$ cat src/rtl/secded_pkg.sv
// Shared types and constants for the SECDED(8,4) memory scrubber.
// The states, the error classes and the codeword bit positions all live here.
package secded_pkg;

    typedef enum logic [2:0] {
        S_IDLE = 3'd0,
        S_RD   = 3'd1,
        S_CHK  = 3'd2,
        S_WR   = 3'd3,
        S_DONE = 3'd4
    } state_e;

    typedef enum logic [1:0] {
        ERR_NONE   = 2'd0,
        ERR_SINGLE = 2'd1,
        ERR_DOUBLE = 2'd2,
        ERR_PARITY = 2'd3
    } err_e;

    // Bit index n holds Hamming position n+1; bit 7 is the overall even parity.
    localparam int unsigned P1_BIT  = 0;
    localparam int unsigned P2_BIT  = 1;
    localparam int unsigned D0_BIT  = 2;
    localparam int unsigned P4_BIT  = 3;
    localparam int unsigned D1_BIT  = 4;
    localparam int unsigned D2_BIT  = 5;
    localparam int unsigned D3_BIT  = 6;
    localparam int unsigned PAR_BIT = 7;

    function automatic logic [7:0] sat_inc8(input logic [7:0] v);
        return (v == 8'hFF) ? v : v + 8'd1;
    endfunction

endpackage

$ cat src/rtl/secded_dec8.sv
// Combinational SECDED(8,4) decoder: classifies a codeword and produces the
// corrected codeword and its 4 data bits.
module secded_dec8
    import secded_pkg::*;
(
    input  logic [7:0] cw_i,
    output logic [7:0] corr_o,
    output logic [3:0] data_o,
    output logic [1:0] err_o
);

    logic [2:0] syn;
    logic       par_err;

    always_comb begin
        syn[0]  = cw_i[P1_BIT] ^ cw_i[D0_BIT] ^ cw_i[D1_BIT] ^ cw_i[D3_BIT];
        syn[1]  = cw_i[P2_BIT] ^ cw_i[D0_BIT] ^ cw_i[D2_BIT] ^ cw_i[D3_BIT];
        syn[2]  = cw_i[P4_BIT] ^ cw_i[D1_BIT] ^ cw_i[D2_BIT] ^ cw_i[D3_BIT];
        par_err = ^cw_i;

        corr_o = cw_i;
        err_o  = ERR_NONE;
        if (syn != 3'd0 && par_err) begin
            // Syndrome names the 1-based position of the flipped bit.
            err_o  = ERR_SINGLE;
            corr_o = cw_i ^ (8'h01 << (syn - 3'd1));
        end else if (syn != 3'd0) begin
            err_o = ERR_DOUBLE;
        end else if (par_err) begin
            err_o           = ERR_PARITY;
            corr_o[PAR_BIT] = ~cw_i[PAR_BIT];
        end

        data_o = {corr_o[D3_BIT], corr_o[D2_BIT], corr_o[D1_BIT], corr_o[D0_BIT]};
    end

endmodule

$ cat src/rtl/secded_scrub_ctrl.sv
// Memory scrubber: reads every word once per pass, writes back correctable
// words, counts errors. Optional o_irq output under SECDED_SCRUB_IRQ_EN.
module secded_scrub_ctrl
    import secded_pkg::*;
#(
    parameter int AW = 4,
    parameter int CW = 8
) (
    input  logic          i_clk,
    input  logic          i_rst,
    input  logic          i_start,
    input  logic          i_abort,
    output logic          o_busy,
    output logic          o_done,
    output logic [AW-1:0] o_mem_addr,
    output logic          o_mem_rd,
    input  logic [7:0]    i_mem_rdata,
    output logic          o_mem_wr,
    output logic [7:0]    o_mem_wdata,
    output logic [7:0]    o_cnt_1bit,
    output logic [7:0]    o_cnt_2bit,
    output logic [AW-1:0] o_last_2bit_addr,
`ifdef SECDED_SCRUB_IRQ_EN
    output logic          o_irq,
`endif
    output logic [2:0]    o_dbg_state,
    output logic [3:0]    o_dbg_data
);

    generate
        if (CW != 8) begin : g_cw_check
            $error("secded_scrub_ctrl: CW must be 8");
        end
    endgenerate

    localparam logic [AW-1:0] ADDR_MAX = '1;

    // Handshake: o_mem_rd in cycle N means i_mem_rdata is valid in cycle N+1;
    // o_mem_wr commits o_mem_wdata to o_mem_addr in the same cycle. No stalls.
    state_e        state_q, state_d;
    logic [AW-1:0] addr_q, addr_d;
    logic [7:0]    cnt1_q, cnt1_d;
    logic [7:0]    cnt2_q, cnt2_d;
    logic [AW-1:0] last2_q, last2_d;
    logic [7:0]    wdata_q, wdata_d;

    logic [7:0] dec_corr;
    logic [3:0] dec_data;
    logic [1:0] dec_err_raw;
    err_e       dec_err;

    secded_dec8 u_dec (
        .cw_i   (i_mem_rdata),
        .corr_o (dec_corr),
        .data_o (dec_data),
        .err_o  (dec_err_raw)
    );

    assign dec_err = err_e'(dec_err_raw);

    always_ff @(posedge i_clk or posedge i_rst) begin
        if (i_rst) begin
            state_q <= S_IDLE;
            addr_q  <= '0;
            cnt1_q  <= '0;
            cnt2_q  <= '0;
            last2_q <= '0;
            wdata_q <= '0;
        end else begin
            state_q <= state_d;
            addr_q  <= addr_d;
            cnt1_q  <= cnt1_d;
            cnt2_q  <= cnt2_d;
            last2_q <= last2_d;
            wdata_q <= wdata_d;
        end
    end

    always_comb begin
        state_d = state_q;
        addr_d  = addr_q;
        cnt1_d  = cnt1_q;
        cnt2_d  = cnt2_q;
        last2_d = last2_q;
        wdata_d = wdata_q;
        case (state_q)
            S_IDLE: begin
                if (i_start && !i_abort) begin
                    state_d = S_RD;
                    addr_d  = '0;
                    cnt1_d  = '0;
                    cnt2_d  = '0;
                end
            end
            S_RD: begin
                state_d = i_abort ? S_IDLE : S_CHK;
            end
            S_CHK: begin
                // An aborted check leaves the counters exactly as they were.
                if (i_abort) begin
                    state_d = S_IDLE;
                end else if (dec_err == ERR_SINGLE || dec_err == ERR_PARITY) begin
                    wdata_d = dec_corr;
                    cnt1_d  = sat_inc8(cnt1_q);
                    state_d = S_WR;
                end else begin
                    if (dec_err == ERR_DOUBLE) begin
                        cnt2_d  = sat_inc8(cnt2_q);
                        last2_d = addr_q;
                    end
                    if (addr_q == ADDR_MAX) begin
                        state_d = S_DONE;
                    end else begin
                        addr_d  = addr_q + AW'(1);
                        state_d = S_RD;
                    end
                end
            end
            S_WR: begin
                if (i_abort) begin
                    state_d = S_IDLE;
                end else if (addr_q == ADDR_MAX) begin
                    state_d = S_DONE;
                end else begin
                    addr_d  = addr_q + AW'(1);
                    state_d = S_RD;
                end
            end
            S_DONE: begin
                state_d = S_IDLE;
            end
            default: begin
                state_d = S_IDLE;
            end
        endcase
    end

    assign o_busy           = (state_q == S_RD) || (state_q == S_CHK) || (state_q == S_WR);
    assign o_done           = (state_q == S_DONE);
    assign o_mem_rd         = (state_q == S_RD);
    assign o_mem_wr         = (state_q == S_WR);
    assign o_mem_addr       = addr_q;
    assign o_mem_wdata      = wdata_q;
    assign o_cnt_1bit       = cnt1_q;
    assign o_cnt_2bit       = cnt2_q;
    assign o_last_2bit_addr = last2_q;
    assign o_dbg_state      = state_q;
    assign o_dbg_data       = dec_data;

`ifdef SECDED_SCRUB_IRQ_EN
    assign o_irq = (state_q == S_CHK) && (dec_err == ERR_DOUBLE);
`endif

endmodule

$ cat config.mk
export PLATFORM = sky130hd
export DESIGN_NAME = secded_scrub_ctrl
export DESIGN_NICKNAME = d
export VERILOG_FILES = /design/src/rtl/secded_pkg.sv /design/src/rtl/secded_dec8.sv /design/src/rtl/secded_scrub_ctrl.sv
export SDC_FILE = /design/constraint.sdc
export NUM_CORES = 1
export LEC_CHECK = 0
export CORE_ASPECT_RATIO = 0.8
export CORE_MARGIN = 5
export CORE_UTILIZATION = 39
export CTS_CLUSTER_DIAMETER = 50
export CTS_CLUSTER_SIZE = 28
export DETAILED_ROUTE_END_ITERATION = 6
export GPL_TIMING_DRIVEN = 0
export PLACE_DENSITY_LB_ADDON = 0.1
export SLEW_MARGIN = 20
export SYNTH_ARGS = -nofsm -noshare
export SYNTH_HDL_FRONTEND = slang
export SYNTH_SLANG_ARGS = --single-unit
$ cat constraint.sdc
create_clock -name i_clk -period 6.5 [get_ports i_clk]
set_clock_uncertainty 0.05 [all_clocks]
set_input_delay 0.975 -clock i_clk [delete_from_list [all_inputs] [get_ports i_clk]]
set_output_delay 0.975 -clock i_clk [all_outputs]
set_load 0.03 [all_outputs]
==> out/metrics.cfg <==
[finish]
diodes = 0
multi_input_area_um2 = 1260
regArea_um2 = 876
syn_to_final_growth_pct = 33.4
fillCellCount = 511
post-route-util_pct = 54.1
fin_nets = 297
drive_gt1_share_pct = 13.8

[critical_path]
path_cells = clkdlybuf4s50_1 -> xnor3_2 -> xor2_1 -> ha_1 -> nand2b_1 -> a211oi_2 -> xor2_1 -> buf_4 -> clkdlybuf4s50_1
cp-startpoint = i_mem_rdata[3]
cp-endpoint = o_dbg_data[0]
slowest_delay_ns = 0.65
rrSetupSlack_ns = 4.08
arrival_ns = 4.16
worstRegToRegCells = 7
reg2reg_from = o_dbg_state[1]$_DFFE_PP0N_
cp-start-kind = primary input
worst-setup-path-type = in2out
cp_slowest_cell = clkdlybuf4s50_1
end_kind = primary output
r2r_end = o_cnt_2bit[0]$_DFFE_PP0P_
crit_fanout = 5
critPathRequiredTime_ns = 5.47

[clock_network]
cts-root-buf = clkbuf_8
cts_buffer_depth = 2
cts_made_buffers = 5
cts.sinks = 35
clk_pin_slew_ns = 0.06
htreeDepth = 2
cts_tree = done
insertion_delay_ns = 0.29
holdBufCountCts = 0
postCtsSetupRepairBufs = 0
cts_resized = 0

[route]
first_pass_iters = 4
wl_um = 5400
vias_per_cell = 5.38
first_iter_violations = 151
avgRoutedWirePerCell_um = 15.0
drc_errors = 0
dr_total_vias = 1937
final_antenna_net_count = 0

[die]
die_h_um = 77.6
std_cell_rows = 24
core-area_um2 = 5500
die_area_um2 = 7340
ioPinCount = 55
initial_core_util_pct = 40.6
die_w_um = 94.5

[timing]
final-max-slew-violation-count = 0
grt_setup_unrepaired = no
setup_viol = 0
whs_ns = 0.429
min_period_over_period_pct = 79.8
tightestPinTransition_ns = 0.516
fmax_mhz = 193
min_period_ns = 5.19
setup_ws_ns = 1.31
finalHoldViolCount = 0
slew_headroom_pct = 65.6
setup_tns_ns = 0

[power]
irDropWorstVdd_uv = 137
finalPower_uw = 802
powerDensity_nw_per_um2 = 270
power.leakage_uw = 0.00123

[yosys]
synth_xor_area_share_pct = 10.8
syn-instance-count = 221
ys_seq_area_share_pct = 39.3
async_flop_share_pct = 100
synth.avg_cell_area_um2 = 10.1
synthFlopType = dfrtp_1
yosys_register_bits = 35
synth_simple_gate_area_share_pct = 19.4
muxShareOfSynthArea_pct = 5.50
synth-compound-area-share_pct = 18.5
synthAdderAreaFrac_pct = 2.24
synth.distinct_cells = 52
synth_nets = 237
synth_top_family_by_area = simple AND/OR/NAND/NOR gates
yosysWarnings = 0
synth_area_um2 = 2230
synth_edf_count = 0

[global_route]
grt_max_degree = 23
first_global_vias = 1840
grt-ovfl-total = 0
grt_pass1_wl_um = 8950
antenna_found_initial = 0
track_usage_pct = 15.5

[worst_hold_path]
hold_path.class = reg2reg

[placed_design]
io_buffers = 52
dp_hpwl_um = 4110
gp_congestion = 0.790
dp_slack_ns = 1.34

[flow_run]
max_cap_violations = 0

[status]
outcome = complete, no violations

-- synthesized netlist by cell type, types with 3 or more instances --
master,number,share of area [%]
dfrtp_1,35,39
nand2_1,20,3.4
nand3_1,15,3.4
a21oi_1,11,2.5
nor2_1,11,1.9
o21ai_0,11,2.5
xor2_1,10,3.9
mux2_2,8,4.0
inv_1,6,1.0
or3_1,6,1.7
or4_1,6,2.0
buf_4,5,1.7
xnor2_1,5,2.0
and3_1,4,1.1
clkbuf_1,4,0.67
ha_1,4,2.2
nor3_1,4,0.90
a2111oi_4,3,3.7
nand2b_1,3,0.84
o211ai_1,3,1.0
o21a_1,3,1.0
o31ai_1,3,1.0
-- cell usage in the layout, fill, tap and decap left out, types with 3 or more instances in the layout --
| cell | netlist | final |
|---|---|---|
| ha_1 | 4 | 4 |
| xor2_1 | 10 | 10 |
| clkbuf_8 | 0 | 7 |
| o211ai_1 | 3 | 3 |
| nand3_1 | 15 | 15 |
| or4_1 | 6 | 6 |
| nand2_1 | 20 | 20 |
| buf_4 | 5 | 5 |
| dfrtp_1 | 35 | 35 |
| o21ai_0 | 11 | 11 |
| o31ai_1 | 3 | 3 |
| o21a_1 | 3 | 3 |
| a21oi_1 | 11 | 11 |
| and3_1 | 4 | 4 |
| nor2_1 | 11 | 11 |
| xnor2_1 | 5 | 5 |
| nand2b_1 | 3 | 3 |
| mux2_2 | 8 | 8 |
| clkdlybuf4s50_1 | 0 | 52 |
| or3_1 | 6 | 6 |
| clkbuf_1 | 4 | 5 |
| nor3_1 | 4 | 4 |
| a2111oi_4 | 3 | 3 |
| inv_1 | 6 | 5 |
-- routing by layer --
metal	GRT usage (%)	share of wire, %	vias to the layer above
met5	0	0	-
met4	6.48	1.6	0
met3	4.93	7.3	9
met2	21.6	42	60
met1	22.1	49	935
li1	-	-	933
-- how the worst min path moves through the flow --
stage,startpoint,to,slack (ns),cells after the start
2_1_floorplan,o_mem_wdata[0]$_DFFE_PP0P_,o_mem_wdata[0]$_DFFE_PP0P_,0.60,2
3_3_place_gp,o_mem_wdata[3]$_DFFE_PP0P_,o_mem_wdata[3]$_DFFE_PP0P_,0.41,2
3_5_place_dp,o_mem_wdata[3]$_DFFE_PP0P_,o_mem_wdata[3]$_DFFE_PP0P_,0.42,2
4_1_cts,o_mem_wdata[3]$_DFFE_PP0P_,o_mem_wdata[3]$_DFFE_PP0P_,0.43,2
5_1_grt,o_mem_wdata[3]$_DFFE_PP0P_,o_mem_wdata[3]$_DFFE_PP0P_,0.45,2
6_report,o_mem_wdata[3]$_DFFE_PP0P_,o_mem_wdata[3]$_DFFE_PP0P_,0.43,2
-- registers in the layout, summed over array words and instances (netlist names) --
signal            flops
o_cnt_2bit            8
o_mem_addr            4
o_last_2bit_addr      4
o_cnt_1bit            8
o_mem_wdata           8
o_dbg_state           3
-- worst max-delay path, delay by kind of cell --
family                   cells  cell delay, ns
buffers and inverters        3            1.30
AO/OA/AOI/OAI                1            0.26
XOR/XNOR                     3            0.90
AND/OR/NAND/NOR              1            0.22
adder cells (fa/ha/maj)      1            0.50
-- per-stage QoR --
stage               cells  cell area (µm²)
finish                360             2980
detailed placement    352             2880
CTS                   360             2980
global route          360             2980
floorplan             221             2230
global placement      351             2850
-- where the power goes --
group | internal [µW] | total (µW) | switching (µW)
clock network | 96.7 | 174 | 77.2
registers | 253 | 276 | 22.5
logic | 148 | 353 | 205
total | 498 | 802 | 305
-- area by class of cell --
type | count | area share, %
Tap cell | 78 | 3.28
Sequential cell | 35 | 29.4
Timing Repair Buffer | 53 | 18.4
Multi-Input combinational cell | 168 | 42.3
Clock buffer | 8 | 3.36
Inverter | 6 | 0.757
Buffer | 12 | 2.48
-- cell families (layout without fill, tap and decap cells) --
family | count (synthesis) | in the layout
flops | 35 | 35
compound gates | 51 | 51
xor+xnor | 20 | 20
simple gates | 82 | 82
buf+inv | 18 | 79
mux | 11 | 11
fa+ha+maj | 4 | 4
(Power assumes the default switching activity.)
